==> config.mk <==
export PLATFORM = sky130hd
export DESIGN_NAME = window_3x3_gen_flat
export DESIGN_NICKNAME = d
export VERILOG_FILES = /design/src/rtl/window_3x3_gen_pkg.sv /design/src/rtl/window_3x3_gen_if.sv /design/src/rtl/window_3x3_gen_raster_pos_counter.sv /design/src/rtl/window_3x3_gen.sv /design/src/flat_wrapper.sv
export SDC_FILE = /design/constraint.sdc
export NUM_CORES = 1
export LEC_CHECK = 0
export BUFFER_PORTS_ARGS = -buffer_cell sky130_fd_sc_hd__buf_2
export CAP_MARGIN = 20
export CORE_MARGIN = 5
export CORE_UTILIZATION = 49
export DETAILED_ROUTE_END_ITERATION = 16
export HOLD_SLACK_MARGIN = 0.02
export PLACE_DENSITY_LB_ADDON = 0.3
export SYNTH_ARGS = -nofsm -noshare
export SYNTH_HDL_FRONTEND = slang
export SYNTH_SLANG_ARGS = --single-unit
export TNS_END_PERCENT = 30
==> constraint.sdc <==
create_clock -name clk -period 8.5 [get_ports clk]
set_input_delay 0 -clock clk [delete_from_list [all_inputs] [get_ports clk]]
set_output_delay 0 -clock clk [all_outputs]
set_load 0.005 [all_outputs]
==> src/rtl/window_3x3_gen_pkg.sv <==
// ============================================================================
// img_pipe_pkg : shared image-pipeline types, window geometry and tap index
// Rev 1.0
// ============================================================================
`default_nettype none

package img_pipe_pkg;

  typedef enum logic [0:0] {
    FILL   = 1'b0,
    ACTIVE = 1'b1
  } win_state_e;

  localparam int WIN_DIM  = 3;
  localparam int WIN_TAPS = WIN_DIM * WIN_DIM;

  function automatic int win_idx(input int r, input int c);
    return WIN_DIM * r + c;
  endfunction

endpackage

`default_nettype wire

==> src/rtl/window_3x3_gen_if.sv <==
// ============================================================================
// window_3x3_gen_if : column-beat input and 3x3 window output bundle
// Rev 1.0
// ============================================================================
`default_nettype none

interface window_3x3_gen_if #(
  parameter int DATA_WIDTH = 8,
  parameter int IMG_WIDTH  = 640,
  parameter int IMG_HEIGHT = 480
);
  import img_pipe_pkg::*;

  localparam int CW = $clog2(IMG_WIDTH);
  localparam int RW = $clog2(IMG_HEIGHT);

  logic                           pix_valid;
  logic [DATA_WIDTH-1:0]          row2_in;
  logic [DATA_WIDTH-1:0]          row1_in;
  logic [DATA_WIDTH-1:0]          row0_in;
  logic [WIN_TAPS*DATA_WIDTH-1:0] win_data;
  logic                           win_valid;
  logic [CW-1:0]                  win_col;
  logic [RW-1:0]                  win_row;
  logic                           frame_done;

  modport master (
    output pix_valid, row2_in, row1_in, row0_in,
    input  win_data, win_valid, win_col, win_row, frame_done
  );

  modport slave (
    input  pix_valid, row2_in, row1_in, row0_in,
    output win_data, win_valid, win_col, win_row, frame_done
  );

endinterface

`default_nettype wire

==> src/rtl/window_3x3_gen_raster_pos_counter.sv <==
// ============================================================================
// raster_pos_counter : column/row position of the next accepted beat
// Rev 1.0
// ============================================================================
`default_nettype none

module raster_pos_counter #(
  parameter int IMG_WIDTH  = 640,
  parameter int IMG_HEIGHT = 480,
  localparam int CW = $clog2(IMG_WIDTH),
  localparam int RW = $clog2(IMG_HEIGHT)
) (
  input  logic          clk,
  input  logic          rst_n,
  input  logic          adv_i,
  output logic [CW-1:0] col_o,
  output logic [RW-1:0] row_o,
  output logic          eol_o,
  output logic          eof_o
);

  logic [CW-1:0] col_q, col_d;
  logic [RW-1:0] row_q, row_d;
  logic          col_last, row_last;

  // Non-power-of-two dimensions wrap on an explicit compare, never on overflow
  assign col_last = (col_q == CW'(IMG_WIDTH - 1));
  assign row_last = (row_q == RW'(IMG_HEIGHT - 1));

  always_comb begin
    col_d = col_q;
    row_d = row_q;
    eol_o = adv_i && col_last;
    eof_o = eol_o && row_last;
    if (adv_i) begin
      if (col_last) begin
        col_d = '0;
        row_d = row_last ? '0 : row_q + 1'b1;
      end else begin
        col_d = col_q + 1'b1;
      end
    end
  end

  always_ff @(posedge clk) begin
    if (!rst_n) begin
      col_q <= '0;
      row_q <= '0;
    end else begin
      col_q <= col_d;
      row_q <= row_d;
    end
  end

  assign col_o = col_q;
  assign row_o = row_q;

endmodule

`default_nettype wire

==> src/rtl/window_3x3_gen.sv <==
// ============================================================================
// window_3x3_gen : 3x3 sliding window over aligned line-buffer column beats
// Rev 1.0
// ============================================================================
`default_nettype none

module window_3x3_gen #(
  parameter int DATA_WIDTH = 8,
  parameter int IMG_WIDTH  = 640,
  parameter int IMG_HEIGHT = 480
) (
  input  logic             clk,
  input  logic             rst_n,
  window_3x3_gen_if.slave  bus
);
  import img_pipe_pkg::*;

  localparam int CW = $clog2(IMG_WIDTH);
  localparam int RW = $clog2(IMG_HEIGHT);

  logic [CW-1:0] col;
  logic [RW-1:0] row;
  logic          eol, eof;

  win_state_e state_q, state_d;

  logic [DATA_WIDTH-1:0] win_q [WIN_DIM][WIN_DIM];
  logic                  win_valid_q, win_valid_d;
  logic                  frame_done_q, frame_done_d;
  logic [CW-1:0]         win_col_q;
  logic [RW-1:0]         win_row_q;
  logic [DATA_WIDTH-1:0] col_in [WIN_DIM];

  raster_pos_counter #(
    .IMG_WIDTH  (IMG_WIDTH),
    .IMG_HEIGHT (IMG_HEIGHT)
  ) u_pos (
    .clk   (clk),
    .rst_n (rst_n),
    .adv_i (bus.pix_valid),
    .col_o (col),
    .row_o (row),
    .eol_o (eol),
    .eof_o (eof)
  );

  assign col_in[0] = bus.row0_in;
  assign col_in[1] = bus.row1_in;
  assign col_in[2] = bus.row2_in;

  always_comb begin
    state_d      = state_q;
    win_valid_d  = 1'b0;
    frame_done_d = 1'b0;
    case (state_q)
      FILL: begin
        if (eol && (row == RW'(1))) begin
          state_d = ACTIVE;
        end
      end
      ACTIVE: begin
        // Columns 0 and 1 still straddle the previous line
        win_valid_d  = bus.pix_valid && (col >= CW'(2));
        frame_done_d = eof;
        if (eof) begin
          state_d = FILL;
        end
      end
      default: state_d = FILL;
    endcase
  end

  always_ff @(posedge clk) begin
    if (!rst_n) begin
      state_q <= FILL;
    end else begin
      state_q <= state_d;
    end
  end

  always_ff @(posedge clk) begin
    if (!rst_n) begin
      for (int r = 0; r < WIN_DIM; r++) begin
        for (int c = 0; c < WIN_DIM; c++) begin
          win_q[r][c] <= '0;
        end
      end
      win_valid_q  <= 1'b0;
      frame_done_q <= 1'b0;
      win_col_q    <= '0;
      win_row_q    <= '0;
    end else begin
      if (bus.pix_valid) begin
        for (int r = 0; r < WIN_DIM; r++) begin
          win_q[r][0] <= win_q[r][1];
          win_q[r][1] <= win_q[r][2];
          win_q[r][2] <= col_in[r];
        end
      end
      win_valid_q  <= win_valid_d;
      frame_done_q <= frame_done_d;
      if (win_valid_d) begin
        win_col_q <= col - 1'b1;
        win_row_q <= row - 1'b1;
      end
    end
  end

  for (genvar r = 0; r < WIN_DIM; r++) begin : g_row
    for (genvar c = 0; c < WIN_DIM; c++) begin : g_col
      assign bus.win_data[win_idx(r, c)*DATA_WIDTH +: DATA_WIDTH] = win_q[r][c];
    end
  end

  assign bus.win_valid  = win_valid_q;
  assign bus.frame_done = frame_done_q;
  assign bus.win_col    = win_col_q;
  assign bus.win_row    = win_row_q;

endmodule

`default_nettype wire

==> src/flat_wrapper.sv <==
// flat-port wrapper written by rule: the top's interface ports become plain ports
module window_3x3_gen_flat import img_pipe_pkg::*;
#(
  parameter int DATA_WIDTH = 8,
  parameter int IMG_WIDTH  = 640,
  parameter int IMG_HEIGHT = 480
)
  (clk, rst_n, bus_pix_valid, bus_row2_in, bus_row1_in, bus_row0_in, bus_win_data, bus_win_valid, bus_win_col, bus_win_row, bus_frame_done);
  window_3x3_gen_if #(.DATA_WIDTH(DATA_WIDTH), .IMG_WIDTH(IMG_WIDTH), .IMG_HEIGHT(IMG_HEIGHT)) bus_i ();
  input  logic clk;
  input  logic rst_n;
  input wire logic [$bits(bus_i.pix_valid)-1:0] bus_pix_valid;
  input wire logic [$bits(bus_i.row2_in)-1:0] bus_row2_in;
  input wire logic [$bits(bus_i.row1_in)-1:0] bus_row1_in;
  input wire logic [$bits(bus_i.row0_in)-1:0] bus_row0_in;
  output wire logic [$bits(bus_i.win_data)-1:0] bus_win_data;
  output wire logic [$bits(bus_i.win_valid)-1:0] bus_win_valid;
  output wire logic [$bits(bus_i.win_col)-1:0] bus_win_col;
  output wire logic [$bits(bus_i.win_row)-1:0] bus_win_row;
  output wire logic [$bits(bus_i.frame_done)-1:0] bus_frame_done;
  assign bus_i.pix_valid = bus_pix_valid;
  assign bus_i.row2_in = bus_row2_in;
  assign bus_i.row1_in = bus_row1_in;
  assign bus_i.row0_in = bus_row0_in;
  assign bus_win_data = bus_i.win_data;
  assign bus_win_valid = bus_i.win_valid;
  assign bus_win_col = bus_i.win_col;
  assign bus_win_row = bus_i.win_row;
  assign bus_frame_done = bus_i.frame_done;
  window_3x3_gen #(.DATA_WIDTH(DATA_WIDTH), .IMG_WIDTH(IMG_WIDTH), .IMG_HEIGHT(IMG_HEIGHT)) u_core (.clk(clk), .rst_n(rst_n), .bus(bus_i));
endmodule
==> qor.yml, run 1 <==
status: "finished, final reports clean"
gp_congestion: 0.842
rsz0062_at_grt: "false"
critPathRequiredTime_ps: 8860
worstPathMaxFanout: 8
whs_ps: 215
skew_ps: 6.48
die_y_um: 108
final_util: 0.664
synth_ff_type: "edfxtp_1"
max_freq_mhz: 468
pwr-share-seq: 0.451
cts_buffer_depth: 2
clkTransAtPathRegs_ps: 60
hpwl_um: 6240
async_flop_share: 0
grt_pass1_wl_um: 16300
die_w_um: 108
postCtsSetupRepairBufs: 0
power_switching_uw: 309
grt.total_usage: 0.179
ir_drop_mv: 0.137
maxCapViolations: 0
pwr-share-clk: 0.488
path_cells: "ha_1 > and3_1 > nand4_4 > o21ai_0 > o22ai_1"
synth.top_cell.area_share: 0.461
fin_setup_tns_ps: 0
syn_nets: 426
path_class: "reg -> reg"
min_period_over_period: 0.251
drive_above_1_share: 0.296
drt_iter0_markers: 212
first_pass_iters: 4
grt_overflow: 0
cts_tree: "done"
ys_top_cells_by_area: "edfxtp_1, dfxtp_1, and3_1"
routedWlPerCell_um: 15.4
routed_via_density: 5.28
ys_seq_elements: 113
antenna_found_initial: 0
yosysUniqueCellTypes: 38
area_growth_pct: 31.4
synthesis.area_mm2: 0.00469
synth_area_per_cell_um2: 11.9
nets: 558
period_needed_ps: 2140
coreArea_mm2: 0.00928
htree_levels: 4
synth.top_cells.by_count: "and3_1, edfxtp_1, dfxtp_1, nor2_1, clkbuf_1"
ant_nets: 0
post-place-ws_ps: 6160
power_density_mw_per_mm2: 224
drc: 0
cp-end-kind: "flip-flop"
die_area_mm2: 0.0116
slowest_delay_ps: 590
ctsHoldBuffers: 24
cp-start-kind: "flip-flop"
power_leakage_uw: 0.00290
synth_warnings: 0
start_util: 0.506
pwr-share-comb: 0.060
synth.largest_area_cell: "edfxtp_1"
grt_start_max_net_pins: 87
cts_buffers: 17
clockRootBuffer: "clkbuf_8"
synth_most_common_cell: "and3_1"
setup_viol: 0
setup_slack_ps: 6360
antenna_cells: 0
p_int_uw: 1070
wirelength_um: 10300
report.final.slew_viol_count: 0
slowest_stage: "o21ai_0"
rows: 35
clk_latency_ps: 500
yosysSeqAreaShare: 0.636
vias: 3520
ios: 120
cts_resized: 0
hold_path_class: "in -> reg"
hold_viol: 0
synth_edf_count: 72
syn-instance-count: 393
cts.sinks: 113
p_sw_frac: 0.224
port_buffers: 119
worstMarginPinSlew_ps: 926
grt_pass1_vias: 3360
relSlewSlack: 0.383
cp.arrival_ps: 2500
## worst max-delay path, delay by kind of cell (launching register included)
| kind | cells | cell delay [ps] |
|---|---|---|
| fa+ha+maj | 1 | 240 |
| simple gates | 2 | 560 |
| compound gates | 2 | 730 |
| flops | 1 | 470 |
## area by class of cell
class                   count  area (µm²)
inverters                   8        30.0
fillers                   717        3120
flip-flops and latches    113        2980
repair buffers            147         881
multi-input cells         238        1540
clock buffers              17         414
clock inverters            15         159
well taps                 129         161
## power groups by stage
stage                     registers [µW]  logic, µW  clock network (µW)
after CTS                            623       82.5                 681
after global placement               633       72.5                   0
after global routing                 625       91.7                 711
after detailed placement             634       73.6                   0
after floorplan                      636       31.6                   0
final                                623       83.4                 674
## per-layer routing
layer	vias to the layer above	track usage	wire, µm
met4	0	0.0775	210
met1	1693	0.213	4410
met5	-	0	0
li1	1713	-	-
met3	20	0.0558	591
met2	94	0.299	5070
## layout by cell type, fill, tap and decap left out, drive strengths merged, types with 6 or more instances in the layout
cell type	netlist	final
a211oi	8	8
a21oi	18	18
and3	76	76
buf	9	122
clkbuf	25	17
clkinv	0	6
dfxtp	41	41
dlygate4sd3	0	25
edfxtp	72	72
ha	6	6
inv	8	12
nand2	12	12
nand3	7	7
nand4	6	6
nor2	28	28
nor4	6	6
o21ai	13	13
xnor2	12	12
xor2	11	11
## kinds of logic (layout without fill, tap and decap cells)
logic type,count (synthesis),in the layout,share of synthesized area
simple gates,161,161,0.206
buf+inv,42,187,0.0395
flops,113,113,0.636
fa+ha+maj,6,6,0.0160
xor+xnor,23,23,0.0429
compound gates,47,47,0.0584
mux,1,1,0.00213
## state kept, by name, indices dropped and copies added (netlist names)
name	cells
u_core.win_q	72
u_core.u_pos.col_o	10
u_core.state_q	1
u_core.bus.frame_done	1
u_core.bus.win_col	10
u_core.bus.win_valid	1
u_core.bus.win_row	9
u_core.u_pos.row_o	9
## path summary, 6_finish.rpt
check	from	end	slack, ps	cells after the start
worst max-delay path	u_core.u_pos.col_o[0]$_SDFFE_PN0P_	u_core.state_q$_SDFF_PN0_	6360	5
worst min-delay path	rst_n	u_core.bus.win_col[6]$_SDFFE_PN0P_	220	4
worst max register to register	u_core.u_pos.col_o[0]$_SDFFE_PN0P_	u_core.state_q$_SDFF_PN0_	6360	5
worst min register to register	u_core.bus.win_col[2]$_SDFFE_PN0P_	u_core.bus.win_col[2]$_SDFFE_PN0P_	500	2
## stage by stage
step | total power, µW | area (µm²) | instances
floorplan | 668 | 4690 | 393
global placement | 705 | 5320 | 609
detailed placement | 707 | 5320 | 609
CTS | 1390 | 6140 | 665
global route | 1430 | 6170 | 667
finish | 1380 | 6170 | 667
(Power assumes the default switching activity.)
==> run 2: changes to the inputs <==
--- a/config.mk
+++ b/config.mk
@@ -5,10 +5,11 @@
 export SDC_FILE = /design/constraint.sdc
 export NUM_CORES = 1
 export LEC_CHECK = 0
+export ABC_AREA = 1
 export BUFFER_PORTS_ARGS = -buffer_cell sky130_fd_sc_hd__buf_2
 export CAP_MARGIN = 20
 export CORE_MARGIN = 5
-export CORE_UTILIZATION = 49
+export CORE_UTILIZATION = 48
 export DETAILED_ROUTE_END_ITERATION = 16
 export HOLD_SLACK_MARGIN = 0.02
 export PLACE_DENSITY_LB_ADDON = 0.3
==> constraint.sdc (replaced) <==
create_clock -name clk -period 1.95 [get_ports clk]
set_input_delay 0 -clock clk [delete_from_list [all_inputs] [get_ports clk]]
set_output_delay 0 -clock clk [all_outputs]
set_load 0.005 [all_outputs]
==> run 2 against run 1 <==
Effect of this change: area after synthesis is 8.4% higher; cell count is 31% higher; fmax is 23% higher; clock power grew to 5.0 times the previous value; critical path type unchanged; clock-buffer cell count stayed put; global-route usage is 1.4 points higher; hold slack better by 120 ps.
==> qor.yml, run 2 <==
worstMarginPinSlew_ps: 513  # -413 ps
setup_viol: 0  # unchanged
start_util: 0.493  # -0.0129
cp-end-kind: "flip-flop"
ir_drop_mv: 0.649  # +370%
period_needed_ps: 1740  # -402 ps
regArea_mm2: 0.00298  # unchanged
whs_ps: 339  # +124 ps
worstPathMaxFanout: 21  # +13
ant_nets: 0  # unchanged
critPathRequiredTime_ps: 2380  # -6480 ps
cp.arrival_ps: 2160  # -340 ps
synth_ff_type: "edfxtp_1"
ios: 120  # unchanged
cts_buffer_depth: 2  # unchanged
drt_iter0_markers: 420  # +98%
area_growth_pct: 31.2
report.final.slew_viol_count: 0  # unchanged
maxCapViolations: 0  # unchanged
largest-register: "u_core.win_q"
multiInputGateArea_mm2: 0.00153  # -0.41%
p_total_uw: 6450  # +370%
clk_latency_ps: 500  # about the same
synth_most_common_cell: "nor2_1"
rows: 37  # +5.7%
ys_seq_elements: 113  # unchanged
min_period_over_period: 0.890  # +0.639
antenna_found_initial: 0  # unchanged
power_leakage_uw: 0.00323  # +11%
async_flop_share: 0  # unchanged
skew_ps: 10.6  # +4.10 ps
drc: 0  # unchanged
first_pass_iters: 5  # +1
p_int_uw: 5050  # +370%
grt_overflow: 0  # unchanged
cts_tree: "done"
synth_area_per_cell_um2: 8.75  # -27%
coreArea_mm2: 0.0103  # +11%
yosysUniqueCellTypes: 30  # -21%
pwr-share-clk: 0.518  # +0.030
vias: 4262  # +21%
pwr-share-seq: 0.420  # -0.031
syn_nets: 614  # +44%
pwr-share-comb: 0.062  # +0.002
r2r_slack_ps: 210  # -6150 ps
port_buffers: 119  # unchanged
largest_reg_flops: 72  # unchanged
synth.largest_area_cell: "edfxtp_1"
final_common_cell: "nor2_1"
postCtsSetupRepairBufs: 0  # unchanged
fin_setup_tns_ps: 0  # unchanged
grt_pass1_vias: 4022  # +20%
crit_path_start: "u_core.u_pos.col_o[0]$_SDFFE_PN0P_"
grt_start_max_net_pins: 74  # -15%
synth_edf_count: 72  # unchanged
path_class: "reg -> reg"
clkTransAtPathRegs_ps: 60  # about the same
p_sw_frac: 0.217  # -0.00733
cts_buffers: 17  # unchanged
die_area_mm2: 0.0128  # +9.6%
synth.top_cells.by_count: "nor2_1, inv_1, nand2_1, edfxtp_1, dfxtp_1"
synth.top_cell.area_share: 0.425  # -0.0356
cp-start-kind: "flip-flop"
final_cell_mix: "nor2_1, buf_2, inv_1"
die_w_um: 113  # +4.7%
relSlewSlack: 0.658  # +0.276
die_y_um: 113  # +4.7%
grt.total_usage: 0.194  # +0.0144
syn-instance-count: 581  # +48%
timing.rr.start: "u_core.u_pos.col_o[0]$_SDFFE_PN0P_"
status: "finished, final reports clean"
max_freq_mhz: 576  # +23%
cts.sinks: 113  # unchanged
drive_above_1_share: 0.242  # -0.0536
grt_pass1_wl_um: 19700  # +21%
rsz0062_at_grt: "false"
hold_viol: 0  # unchanged
power_density_mw_per_mm2: 966  # +330%
synthesis.area_mm2: 0.00509  # +8.4%
routedWlPerCell_um: 14.0  # -9.1%
hpwl_um: 8310  # +33%
synth_warnings: 0  # unchanged
yosysSeqAreaShare: 0.586  # -0.0491
power_switching_uw: 1400  # +350%
ys_top_cells_by_area: "edfxtp_1, dfxtp_1, nor2_1"
routed_via_density: 4.86  # -7.9%
clockRootBuffer: "clkbuf_8"
hold_start: "bus_row1_in[6]"
wirelength_um: 12300  # +19%
hold_path_class: "in -> reg"
nets: 760  # +36%
fillers: 808  # +13%
htree_levels: 4  # unchanged
gp_congestion: 0.940  # +12%
[run 2: logic make-up after synthesis]
| family | count (synthesis) | synth area share |
|---|---|---|
| AND/OR/NAND/NOR | 276 | 0.230 |
| buffers and inverters | 140 | 0.113 |
| flip-flops | 113 | 0.586 |
| AO/OA/AOI/OAI | 34 | 0.0354 |
| XOR/XNOR | 12 | 0.0207 |
| adder cells (fa/ha/maj) | 6 | 0.0148 |
[run 2: metal layers]
metal / GRT usage / vias up / part of all wire / wire (µm)
li1: - / 2083 / - / -
met1: 0.250 / 1961 / 0.42 / 5110
met2: 0.305 / 199 / 0.47 / 5790
met3: 0.0567 / 19 / 0.093 / 1140
met4: 0.0833 / 0 / 0.018 / 227
met5: 0 / - / 0 / 0
[run 2: layout make-up]
type | instances | share of cell area
flip-flops and latches | 113 | 0.447
repair buffers | 149 | 0.135
inverters | 118 | 0.0667
clock inverters | 15 | 0.0343
diodes | 1 | 0.000375
clock buffers | 17 | 0.0620
multi-input cells | 328 | 0.230
well taps | 136 | 0.0255
[run 2: repair_timing]
item | CTS | global route
hold buffers | 26 | 0
endpoints found under the hold margin | 39 | 0
gates resized for setup | 0 | 0
[run 2: metrics by stage]
stage / instance area (µm²) / utilization / setup WS, ps / std cells
floorplan: 5090 / - / 359 / 581
global route: 6670 / 0.646 / 41.4 / 876
finish: 6680 / 0.647 / 214 / 877
detailed placement: 5770 / 0.559 / 314 / 818
global placement: 5770 / 0.559 / 388 / 818
CTS: 6670 / 0.646 / 223 / 876
[run 2: worst paths after layout]
kind | endpoint | cells after the start
setup / recovery | u_core.bus.win_row[1]$_SDFFE_PN0P_ | 9
hold / removal | u_core.win_q[0][30]$_SDFFCE_PN0P_ | 4
setup reg to reg | u_core.bus.win_row[1]$_SDFFE_PN0P_ | 9
hold reg to reg | u_core.bus.win_col[7]$_SDFFE_PN0P_ | 2
[run 2: worst max-delay path, stage by stage, from the launching register on]
cell and delay [ps]:
dfxtp_1 340, inv_1 130, ha_1 230, nor3_1 180, nand3_2 120, nand2_4 220
inv_4 150, nand2_1 100, nand2_1 60, nor2_1 120
[run 2: power groups by stage]
stage	logic (µW)	registers [µW]	clock network, µW
2_1_floorplan	161	2770	0
3_3_place_gp	350	2750	0
3_5_place_dp	356	2760	0
4_1_cts	403	2710	3390
5_1_grt	446	2730	3520
6_report	400	2710	3340
==> run 3: changes to the inputs <==
--- a/config.mk
+++ b/config.mk
@@ -15,5 +15,6 @@
 export PLACE_DENSITY_LB_ADDON = 0.3
 export SYNTH_ARGS = -nofsm -noshare
 export SYNTH_HDL_FRONTEND = slang
+export SYNTH_HIERARCHICAL = 1
 export SYNTH_SLANG_ARGS = --single-unit
 export TNS_END_PERCENT = 30
==> run 3 against run 2 <==
Effect of this change: final area rose by 1.6%; global-route usage is 0.23 points lower; fmax increased by 2.9%; non-clock buffer count increased by 1; clock-buffer cell count rose by 5; first-iteration DRC count is 19% lower; sequential power hardly changed; worst setup slack improved by 49 ps; area after synthesis about the same; critical endpoint is now u_core/bus.win_row[8]$_SDFFE_PN0P_; largest cell class unchanged; highest routed layer unchanged.
==> qor.yml, run 3 <==
power_leakage_uw: 0.00343  # +6.1%
cp.arrival_ps: 2100  # -60 ps
largest-register: "u_core/win_q"
yosysSeqAreaShare: 0.586  # about the same
worst-path-stages: 9  # unchanged
first_pass_iters: 6  # +1
ys_seq_elements: 113  # unchanged
synth.top_cell.area_share: 0.425  # about the same
largest_reg_flops: 72  # unchanged
worstPathMaxFanout: 24  # +14%
ant_nets: 0  # unchanged
grt_pass1_wl_um: 19400  # -1.3%
syn_nets: 617  # +0.49%
synth_area_per_cell_um2: 8.71  # -0.46%
cts_buffer_depth: 2  # unchanged
cts_resized: 0  # unchanged
cp-end-kind: "flip-flop"
synth.top_cells.by_count: "nor2_1, inv_1, nand2_1, edfxtp_1, dfxtp_1"
gp_congestion: 0.864  # -8.1%
crit_buf_inv: 3  # +1
htree_levels: 4  # unchanged
hold_path_depth: 4  # unchanged
wirelength_um: 11900  # -3.4%
async_flop_share: 0  # unchanged
synth_most_common_cell: "nor2_1"
report.final.slew_viol_count: 0  # unchanged
postCtsSetupRepairBufs: 0  # unchanged
synthesis.area_mm2: 0.00509  # about the same
grt.total_usage: 0.192  # -0.00225
skew_ps: 7.56  # -3.02 ps
hold_path_class: "in -> reg"
drt_iter0_markers: 340  # -19%
yosysUniqueCellTypes: 36  # +20%
drc: 0  # unchanged
synth_edf_count: 72  # unchanged
synth.largest_area_cell: "edfxtp_1"
maxCapViolations: 0  # unchanged
ctsHoldBuffers: 26  # unchanged
ios: 120  # unchanged
crit_top_cell: "inv_1"
place_area_mm2: 0.00585  # +1.3%
die_y_um: 113  # about the same
min_period_over_period: 0.865  # -0.0252
synth_ff_type: "edfxtp_1"
setup_viol: 0  # unchanged
coreArea_mm2: 0.0103  # unchanged
drive_above_1_share: 0.235  # -0.00683
grt_start_max_net_pins: 73  # -1.4%
start_util: 0.493  # about the same
nets: 773  # +1.7%
final_area_mm2: 0.00678  # +1.6%
hold_viol: 0  # unchanged
ys_top_cells_by_area: "edfxtp_1, dfxtp_1, nor2_1"
rows: 37  # unchanged
clkTransAtPathRegs_ps: 60  # about the same
port_buffers: 119  # unchanged
p_total_uw: 6610  # +2.4%
max_freq_mhz: 593  # +2.9%
slowest_delay_ps: 390  # +50 ps
clk_latency_ps: 510  # about the same
cts.sinks: 113  # unchanged
antenna_cells: 0  # -1
grt_overflow: 0  # unchanged
grt_pass1_vias: 4023  # +0.025%
power_density_mw_per_mm2: 974  # +0.81%
cp-start-kind: "flip-flop"
fillers: 834  # +3.2%
synth_warnings: 6  # +6
status: "finished, final reports clean"
relSlewSlack: 0.672  # +0.0138
vias: 4099  # -3.8%
whs_ps: 320  # -19.1 ps
worst-r2r-cell-count: 9  # unchanged
critPathRequiredTime_ps: 2360  # -20 ps
antenna_found_initial: 0  # unchanged
area_growth_pct: 33.3
cts_buffers: 17  # unchanged
die_w_um: 113  # about the same
clockRootBuffer: "clkbuf_8"
worstMarginPinSlew_ps: 491  # -21.9 ps
routedWlPerCell_um: 13.3  # -4.7%
syn-instance-count: 584  # +0.52%
final_cell_mix: "nor2_1, buf_2, inv_1"
rsz0062_at_grt: "false"
die_area_mm2: 0.0128  # about the same
slowest_stage: "nor2_4"
dp.cells: 831  # +1.6%
layout.cells.non_filler: 889  # +1.4%
final_common_cell: "nor2_1"
period_needed_ps: 1690  # -49.1 ps
routed_via_density: 4.61  # -5.1%
fin_setup_tns_ps: 0  # unchanged
cts_tree: "done"
ir_drop_mv: 0.506  # -22%
path_class: "reg -> reg"
hpwl_um: 8040  # -3.3%
cp_top_family: "simple AND/OR/NAND/NOR gates"
path_cells: "inv_1 > ha_1 > inv_1 > nand3_1 > nor2_2 > nor2_4 > nand3_1 > nand2_1 > inv_1"
run 3: area by class of cell:
class,instances,area [µm²],area share
inverter,121,454,0.0670
timing repair buffer,150,918,0.135
clock inverter,10,203,0.0299
sequential,113,2980,0.440
clock buffer,22,473,0.0697
multi-input combinational,337,1580,0.233
tap,136,170,0.0251
run 3: cell families after synthesis:
kind of cell	Yosys count	synth area share
AOI/OAI and AO/OA	17	0.0199
xor gates and xnor gates	11	0.0189
adders and majority gates	6	0.0148
buffers and inverters	134	0.104
DFF	113	0.586
and+or+nand+nor	303	0.256
run 3: worst register-to-register path, cell delays in order, from the launching register on:
cell     delay (ps)
dfxtp_1         350
inv_1           170
ha_1            190
inv_1            60
nand3_1          90
nor2_2           60
nor2_4          390
nand3_1         140
nand2_1         100
inv_1            40
run 3: path summary, 6_finish.rpt:
| path | endpoint | slack [ps] | from |
|---|---|---|---|
| setup / recovery | u_core/bus.win_row[8]$_SDFFE_PN0P_ | 260 | u_core/u_pos/col_o[0]$_SDFFE_PN0P_ |
| hold / removal | u_core/win_q[0][5]$_SDFFCE_PN0P_ | 320 | bus_row0_in[5] |
| setup reg to reg | u_core/bus.win_row[8]$_SDFFE_PN0P_ | 260 | u_core/u_pos/col_o[0]$_SDFFE_PN0P_ |
| hold reg to reg | u_core/bus.win_col[2]$_SDFFE_PN0P_ | 480 | u_core/bus.win_col[2]$_SDFFE_PN0P_ |
run 3: power breakdown:
| group | internal, µW | switching (µW) | total (µW) |
|---|---|---|---|
| clock | 2460 | 1010 | 3470 |
| combinational | 188 | 236 | 424 |
| sequential | 2660 | 51.7 | 2710 |
run 3: per-layer routing:
| metal | global-route usage | wire length [µm] | up-vias |
|---|---|---|---|
| met4 | 0.0697 | 191 | 0 |
| met2 | 0.325 | 6060 | 130 |
| met5 | 0 | 0 | - |
| li1 | - | - | 2091 |
| met3 | 0.0626 | 701 | 15 |
| met1 | 0.227 | 4920 | 1863 |
run 3: through the flow:
step           utilization  setup WS (ps)
3_5_place_dp         0.566            312
6_report             0.657            263
2_1_floorplan            -            369
4_1_cts              0.657            289
3_3_place_gp         0.566            344
5_1_grt              0.657           66.6
